File: src/rtl/seg_pkg.sv
// Shared definitions for the 7-segment display path:
// dark pattern, digit width and write-port FSM states.
package seg_pkg;

   localparam logic [6:0] SEG_DARK = 7'h7F;
   localparam int         DIGIT_W  = 4;

   typedef enum logic {
      WR_IDLE    = 1'b0,
      WR_PENDING = 1'b1
   } wr_state_t;

endpackage

File: src/rtl/hex_decoder.sv
// Hex nibble to active-low 7-seg pattern {g..a}.
// Ports: nibble, en (0 = dark) -> segments_n.
module hex_decoder
   import seg_pkg::*;
(
   input  logic [DIGIT_W-1:0] nibble,
   input  logic               en,
   output logic [6:0]         segments_n
);

   always_comb begin
      segments_n = SEG_DARK;
      if (en) begin
         unique case (nibble)
            4'h0: segments_n = 7'h40;
            4'h1: segments_n = 7'h79;
            4'h2: segments_n = 7'h24;
            4'h3: segments_n = 7'h30;
            4'h4: segments_n = 7'h19;
            4'h5: segments_n = 7'h12;
            4'h6: segments_n = 7'h02;
            4'h7: segments_n = 7'h78;
            4'h8: segments_n = 7'h00;
            4'h9: segments_n = 7'h10;
            4'hA: segments_n = 7'h08;
            4'hB: segments_n = 7'h03;
            4'hC: segments_n = 7'h46;
            4'hD: segments_n = 7'h21;
            4'hE: segments_n = 7'h06;
            4'hF: segments_n = 7'h0E;
         endcase
      end
   end

endmodule

File: src/rtl/hex_display_scanner.sv
// Multiplexed 7-seg scanner with double-buffered valid/ready image write.
// Ports: clk, resetn, wr_valid/ready/value/enable, blank_leading_zeros, blink_mask -> digit_sel_n, segments_n.
module hex_display_scanner
   import seg_pkg::*;
#(
   parameter int NUM_DIGITS   = 6,
   parameter int REFRESH_DIV  = 50000,
   parameter int BLINK_FRAMES = 32
)(
   input  logic                          clk,
   input  logic                          resetn,
   input  logic                          wr_valid,
   output logic                          wr_ready,
   input  logic [DIGIT_W*NUM_DIGITS-1:0] wr_value,
   input  logic [NUM_DIGITS-1:0]         wr_enable,
   input  logic                          blank_leading_zeros,
   input  logic [NUM_DIGITS-1:0]         blink_mask,
   output logic [NUM_DIGITS-1:0]         digit_sel_n,
   output logic [6:0]                    segments_n
);

   localparam int TICK_W = $clog2(REFRESH_DIV);
   localparam int IDX_W  = $clog2(NUM_DIGITS);
   localparam int FC_W   = $clog2(BLINK_FRAMES) + 1;

   localparam logic [TICK_W-1:0] TICK_LAST = TICK_W'(REFRESH_DIV - 1);
   localparam logic [IDX_W-1:0]  IDX_LAST  = IDX_W'(NUM_DIGITS - 1);
   localparam logic [FC_W-1:0]   FC_LAST   = FC_W'(BLINK_FRAMES - 1);

   logic [TICK_W-1:0]             tick;
   logic [IDX_W-1:0]              idx;
   logic [FC_W-1:0]               frame_cnt;
   logic                          blink_phase;
   logic [DIGIT_W*NUM_DIGITS-1:0] act_val, sh_val;
   logic [NUM_DIGITS-1:0]         act_en, sh_en;
   wr_state_t                     wr_state;

   logic                  tick_last, frame_end;
   logic [NUM_DIGITS-1:0] lz_blank;
   logic                  zrun;
   logic [DIGIT_W-1:0]    cur_nib;
   logic                  cur_en;
   logic [6:0]            seg_nxt;

   assign tick_last = (tick == TICK_LAST);
   assign frame_end = tick_last && (idx == IDX_LAST);

   always_ff @(posedge clk) begin
      if (!resetn) begin
         tick        <= '0;
         idx         <= '0;
         frame_cnt   <= '0;
         blink_phase <= 1'b0;
      end else begin
         if (tick_last) begin
            tick <= '0;
            idx  <= (idx == IDX_LAST) ? '0 : idx + IDX_W'(1);
         end else begin
            tick <= tick + TICK_W'(1);
         end
         if (frame_end) begin
            if (frame_cnt == FC_LAST) begin
               frame_cnt   <= '0;
               blink_phase <= ~blink_phase;
            end else begin
               frame_cnt <= frame_cnt + FC_W'(1);
            end
         end
      end
   end

   // Commit happens only on frame_end so a frame never mixes images;
   // an accept on frame_end waits for the following frame_end.
   always_ff @(posedge clk) begin
      if (!resetn) begin
         wr_state <= WR_IDLE;
         wr_ready <= 1'b1;
         sh_val   <= '0;
         sh_en    <= '0;
         act_val  <= '0;
         act_en   <= '0;
      end else begin
         unique case (wr_state)
            WR_IDLE: begin
               if (wr_valid) begin
                  sh_val   <= wr_value;
                  sh_en    <= wr_enable;
                  wr_state <= WR_PENDING;
                  wr_ready <= 1'b0;
               end
            end
            WR_PENDING: begin
               if (frame_end) begin
                  act_val  <= sh_val;
                  act_en   <= sh_en;
                  wr_state <= WR_IDLE;
                  wr_ready <= 1'b1;
               end
            end
         endcase
      end
   end

   // Blank a digit when it and everything left of it is zero; digit 0 never blanks.
   always_comb begin
      lz_blank = '0;
      zrun     = blank_leading_zeros;
      for (int i = NUM_DIGITS - 1; i >= 1; i--) begin
         zrun        = zrun && (act_val[i*DIGIT_W +: DIGIT_W] == '0);
         lz_blank[i] = zrun;
      end
   end

   always_comb begin
      cur_nib = '0;
      cur_en  = 1'b0;
      for (int i = 0; i < NUM_DIGITS; i++) begin
         if (idx == IDX_W'(i)) begin
            cur_nib = act_val[i*DIGIT_W +: DIGIT_W];
            cur_en  = act_en[i] && !lz_blank[i]
                      && !(blink_mask[i] && blink_phase);
         end
      end
   end

   hex_decoder u_dec (
      .nibble     (cur_nib),
      .en         (cur_en),
      .segments_n (seg_nxt)
   );

   always_ff @(posedge clk) begin
      if (!resetn) begin
         digit_sel_n <= '1;
         segments_n  <= SEG_DARK;
      end else begin
         digit_sel_n <= ~(NUM_DIGITS'(1) << idx);
         segments_n  <= seg_nxt;
      end
   end

endmodule

File: config.mk
export PLATFORM = sky130hd
export DESIGN_NAME = hex_display_scanner
export DESIGN_NICKNAME = d
export VERILOG_FILES = /design/src/rtl/seg_pkg.sv /design/src/rtl/hex_decoder.sv /design/src/rtl/hex_display_scanner.sv
export SDC_FILE = /design/constraint.sdc
export NUM_CORES = 1
export LEC_CHECK = 0
export BUFFER_PORTS_ARGS = -buffer_cell sky130_fd_sc_hd__buf_2
export CAP_MARGIN = 20
export CORE_MARGIN = 2
export CORE_UTILIZATION = 46
export DETAILED_ROUTE_END_ITERATION = 8
export HOLD_SLACK_MARGIN = 0.15
export PLACE_DENSITY = 0.66
export SYNTH_ARGS = -nofsm -noshare
export SYNTH_HDL_FRONTEND = slang
export SYNTH_SLANG_ARGS = --single-unit
File: constraint.sdc
create_clock -name clk -period 7.22 [get_ports clk]
set_input_delay 0.361 -clock clk [delete_from_list [all_inputs] [get_ports clk]]
set_output_delay 0.361 -clock clk [all_outputs]
set_load 0.005 [all_outputs]
==> impl_metrics.py <==
metrics = {
    "status": {
        "status": "finished clean",
    },
    "yosys": {
        "yosysWarningCount": 0,
        "synth.avg_cell_area_um2": 8.44,
        "ys_ff_latch": 101,
        "synth.distinct_cells": 48,
        "syn_inst": 520,
        "ys_seq_area_frac": 0.461,
        "postSynth.asyncResetShare": 0,
        "synth-main-ff-cell": "dfxtp_1",
        "synth_fp_nets": 568,
        "synth.cell_area_um2": 4390,
        "synth_edf_count": 0,
    },
    "cts": {
        "cts_max_level": 3,
        "hold_buffers": 0,
        "post-cts-setup-buffer-count": 0,
        "cts_resized": 0,
        "clk_latency_ns": 0.37,
        "numCtsBuffers": 9,
        "clock_sinks": 101,
        "cts_tree": "done",
        "cts.path.max_buffers": 2,
        "root_buffer": "clkbuf_8",
        "clkTransAtPathRegs_ns": 0.10,
    },
    "sta": {
        "skew_ns": 0.0110,
        "maxSlewHeadroom": 0.322,
        "tightest_slew_ns": 1.02,
        "setup_violations": 0,
        "rsz0062_at_grt": "false",
        "finalCritPeriodShare": 0.456,
        "fin_ws_ns": 3.93,
        "final-hold-violation-count": 0,
        "fmax_mhz": 304,
        "period_needed_ns": 3.29,
        "slew_violations": 0,
        "fin_tns_setup_ns": 0,
    },
    "floorplanning": {
        "core_area_um2": 9240,
        "start_util": 0.475,
        "rows": 35,
        "dieArea_um2": 10300,
        "io_pins": 54,
        "fp.dieW_um": 102,
        "die_h_um": 102,
    },
    "finish": {
        "finalCoreUtilization": 0.540,
        "nFillCells": 901,
        "fin_area_um2": 4990,
        "drive_gt1_frac": 0.144,
        "layout_commonest_cell": "nand2_1",
        "fin_nets": 607,
        "antennaDiodeCount": 0,
        "syn_to_final_growth_pct": 13.7,
        "final_cell_mix": "154 x nand2_1, 101 x dfxtp_1, 53 x buf_2, 33 x a21boi_1, 33 x a21boi_0",
    },
    "power": {
        "power_frac_comb": 0.045,
        "p_leak_nw": 1.85,
        "p_seq_frac": 0.564,
        "p_int_w": 0.000791,
        "totalPowerFinal_w": 0.00102,
        "ir_drop_v": 0.000109,
        "power_switching_share": 0.225,
        "p_per_area_nw_per_um2": 205,
        "p_clk_frac": 0.391,
        "p_sw_w": 0.000230,
    },
    "setup_path": {
        "crit_end": "segments_n[3]",
        "crit_fanout": 16,
        "crit_arrival_ns": 3.51,
        "critPathKind": "reg2reg",
        "cp_top_family": "compound AO/OA/AOI/OAI gates",
        "rr_endpoint": "segments_n[3]",
        "crit_slowest_cell": "a21oi_1",
        "cp.required_ns": 7.44,
        "cp-start-kind": "register",
        "rr_startpoint": "idx[0]",
        "path_buf_inv": 1,
        "crit_cells": 7,
        "endpoint_kind": "register",
        "reg2reg_depth": 7,
        "r2r_slack_ns": 3.93,
        "crit_path_cell_trace": "and2_1 > ha_1 > inv_1 > a2bb2oi_1 > a21oi_1 > mux4_2 > nand2b_1",
        "max_stage_delay_ns": 0.76,
        "crit_path_start": "idx[0]",
    },
    "detailed_routing": {
        "drt-initial-drc-count": 148,
        "first_pass_iters": 5,
        "vias_per_cell": 5.10,
        "drc": 0,
        "ant_nets": 0,
        "dr_total_vias": 3535,
        "drt-total-wl_mm": 8.70,
        "wl_per_cell_um": 12.6,
    },
    "global_route": {
        "overflow": 0,
        "antenna_found_initial": 0,
        "grt_max_degree": 81,
        "grt_pass1_wl_mm": 14.5,
        "grtUsageTotal": 0.177,
        "grt_pass1_vias": 3119,
    },
    "placed_design": {
        "hpwl_mm": 5.99,
        "io_buffers": 53,
        "placed_area_um2": 4710,
        "place_ws_ns": 3.98,
        "gp_congestion": 0.847,
    },
    "min_path": {
        "hold_path.class": "in2reg",
    },
    "job": {
        "drv_cap": 0,
    },
}
[Yosys cell counts (2+ instances only)]
cell type / instances / share of area
a21boi_0: 33 / 0.056
a21boi_1: 33 / 0.056
a21oi_1: 9 / 0.010
a221o_1: 3 / 0.0068
a31oi_1: 3 / 0.0043
and2_1: 6 / 0.0086
and3_1: 4 / 0.0057
and4_1: 3 / 0.0060
buf_2: 3 / 0.0034
clkbuf_1: 25 / 0.021
dfxtp_1: 101 / 0.46
ha_1: 8 / 0.023
inv_1: 9 / 0.0077
mux2_2: 4 / 0.010
mux2i_1: 7 / 0.016
nand2_1: 154 / 0.13
nand2b_1: 5 / 0.0071
nand3_1: 13 / 0.015
nand4_1: 4 / 0.0057
nor2_1: 20 / 0.017
nor2b_1: 7 / 0.010
nor3_1: 2 / 0.0023
nor4_1: 5 / 0.0071
o211ai_1: 3 / 0.0051
o21ai_0: 13 / 0.015
o221ai_1: 2 / 0.0040
o22ai_1: 2 / 0.0029
or3_1: 4 / 0.0057
or4_1: 3 / 0.0051
xnor2_1: 6 / 0.012
xor2_1: 9 / 0.018
[registers in the layout, indices dropped and copies added, names as in the netlist]
signal	flops
sh_val	24
digit_sel_n	6
tick	16
blink_phase	1
wr_state	1
segments_n	7
act_val	24
sh_en	6
idx	3
frame_cnt	6
wr_ready	1
act_en	6
[cell type report]
cell class	count	area (um2)	share of cell area
multi-input cells	381	2220	0.445
flip-flops and latches	101	2020	0.405
repair buffers	57	327	0.0655
well taps	129	161	0.0324
clock buffers	9	124	0.0248
clock inverters	7	103	0.0206
inverters	9	33.8	0.00677
[worst min path at each step]
stage                      start          to  depth (start not counted)
floorplan                tick[0]     tick[0]                          1
global placement         tick[0]     tick[0]                          1
detailed placement       tick[0]     tick[0]                          1
CTS                 wr_enable[4]    sh_en[4]                          3
global route        wr_value[17]  sh_val[17]                          3
finish              wr_enable[2]    sh_en[2]                          3
[metrics by stage]
step                      instances  hold WS [ns]
after floorplan                 520         0.418
after global placement          674         0.428
after detailed placement        674         0.440
after CTS                       690         0.215
after global routing            693         0.216
final                           693         0.229
[routing by layer]
| layer | wire, um | vias to the layer above | GRT usage | share of wire |
|---|---|---|---|---|
| li1 | - | 1842 | - | - |
| met2 | 4020 | 69 | 0.278 | 0.46 |
| met4 | 175 | 0 | 0.0613 | 0.020 |
| met1 | 4170 | 1607 | 0.240 | 0.48 |
| met3 | 336 | 17 | 0.0407 | 0.039 |
| met5 | 0 | - | 0 | 0 |
[cells by family (layout without fill, tap and decap cells)]
family | count (synthesis) | count (layout) | synth area share
flip-flops | 101 | 101 | 0.461
AND/OR/NAND/NOR | 236 | 236 | 0.242
XOR/XNOR | 15 | 15 | 0.0299
adder cells (fa/ha/maj) | 8 | 8 | 0.0228
multiplexers | 12 | 12 | 0.0314
AO/OA/AOI/OAI | 110 | 110 | 0.179
buffers and inverters | 38 | 82 | 0.0342
[power groups by stage]
| stage | Sequential [W] | Clock [W] | Combinational, W |
|---|---|---|---|
| floorplan | 0.000587 | 0 | 0.0000279 |
| global placement | 0.000589 | 0 | 0.0000442 |
| detailed placement | 0.000589 | 0 | 0.0000449 |
| CTS | 0.000576 | 0.000409 | 0.0000451 |
| global route | 0.000577 | 0.000436 | 0.0000532 |
| finish | 0.000576 | 0.000399 | 0.0000460 |
[worst reg2reg max path: cells and delay by family (launching register included)]
family,cells,cell delay (ns)
AOI/OAI and AO/OA,2,0.91
adders and majority gates,1,0.44
DFF,1,0.71
and+or+nand+nor,2,0.36
muxes,1,0.59
buffers and inverters,1,0.14
No activity file was read; power rests on OpenSTA's default activity.
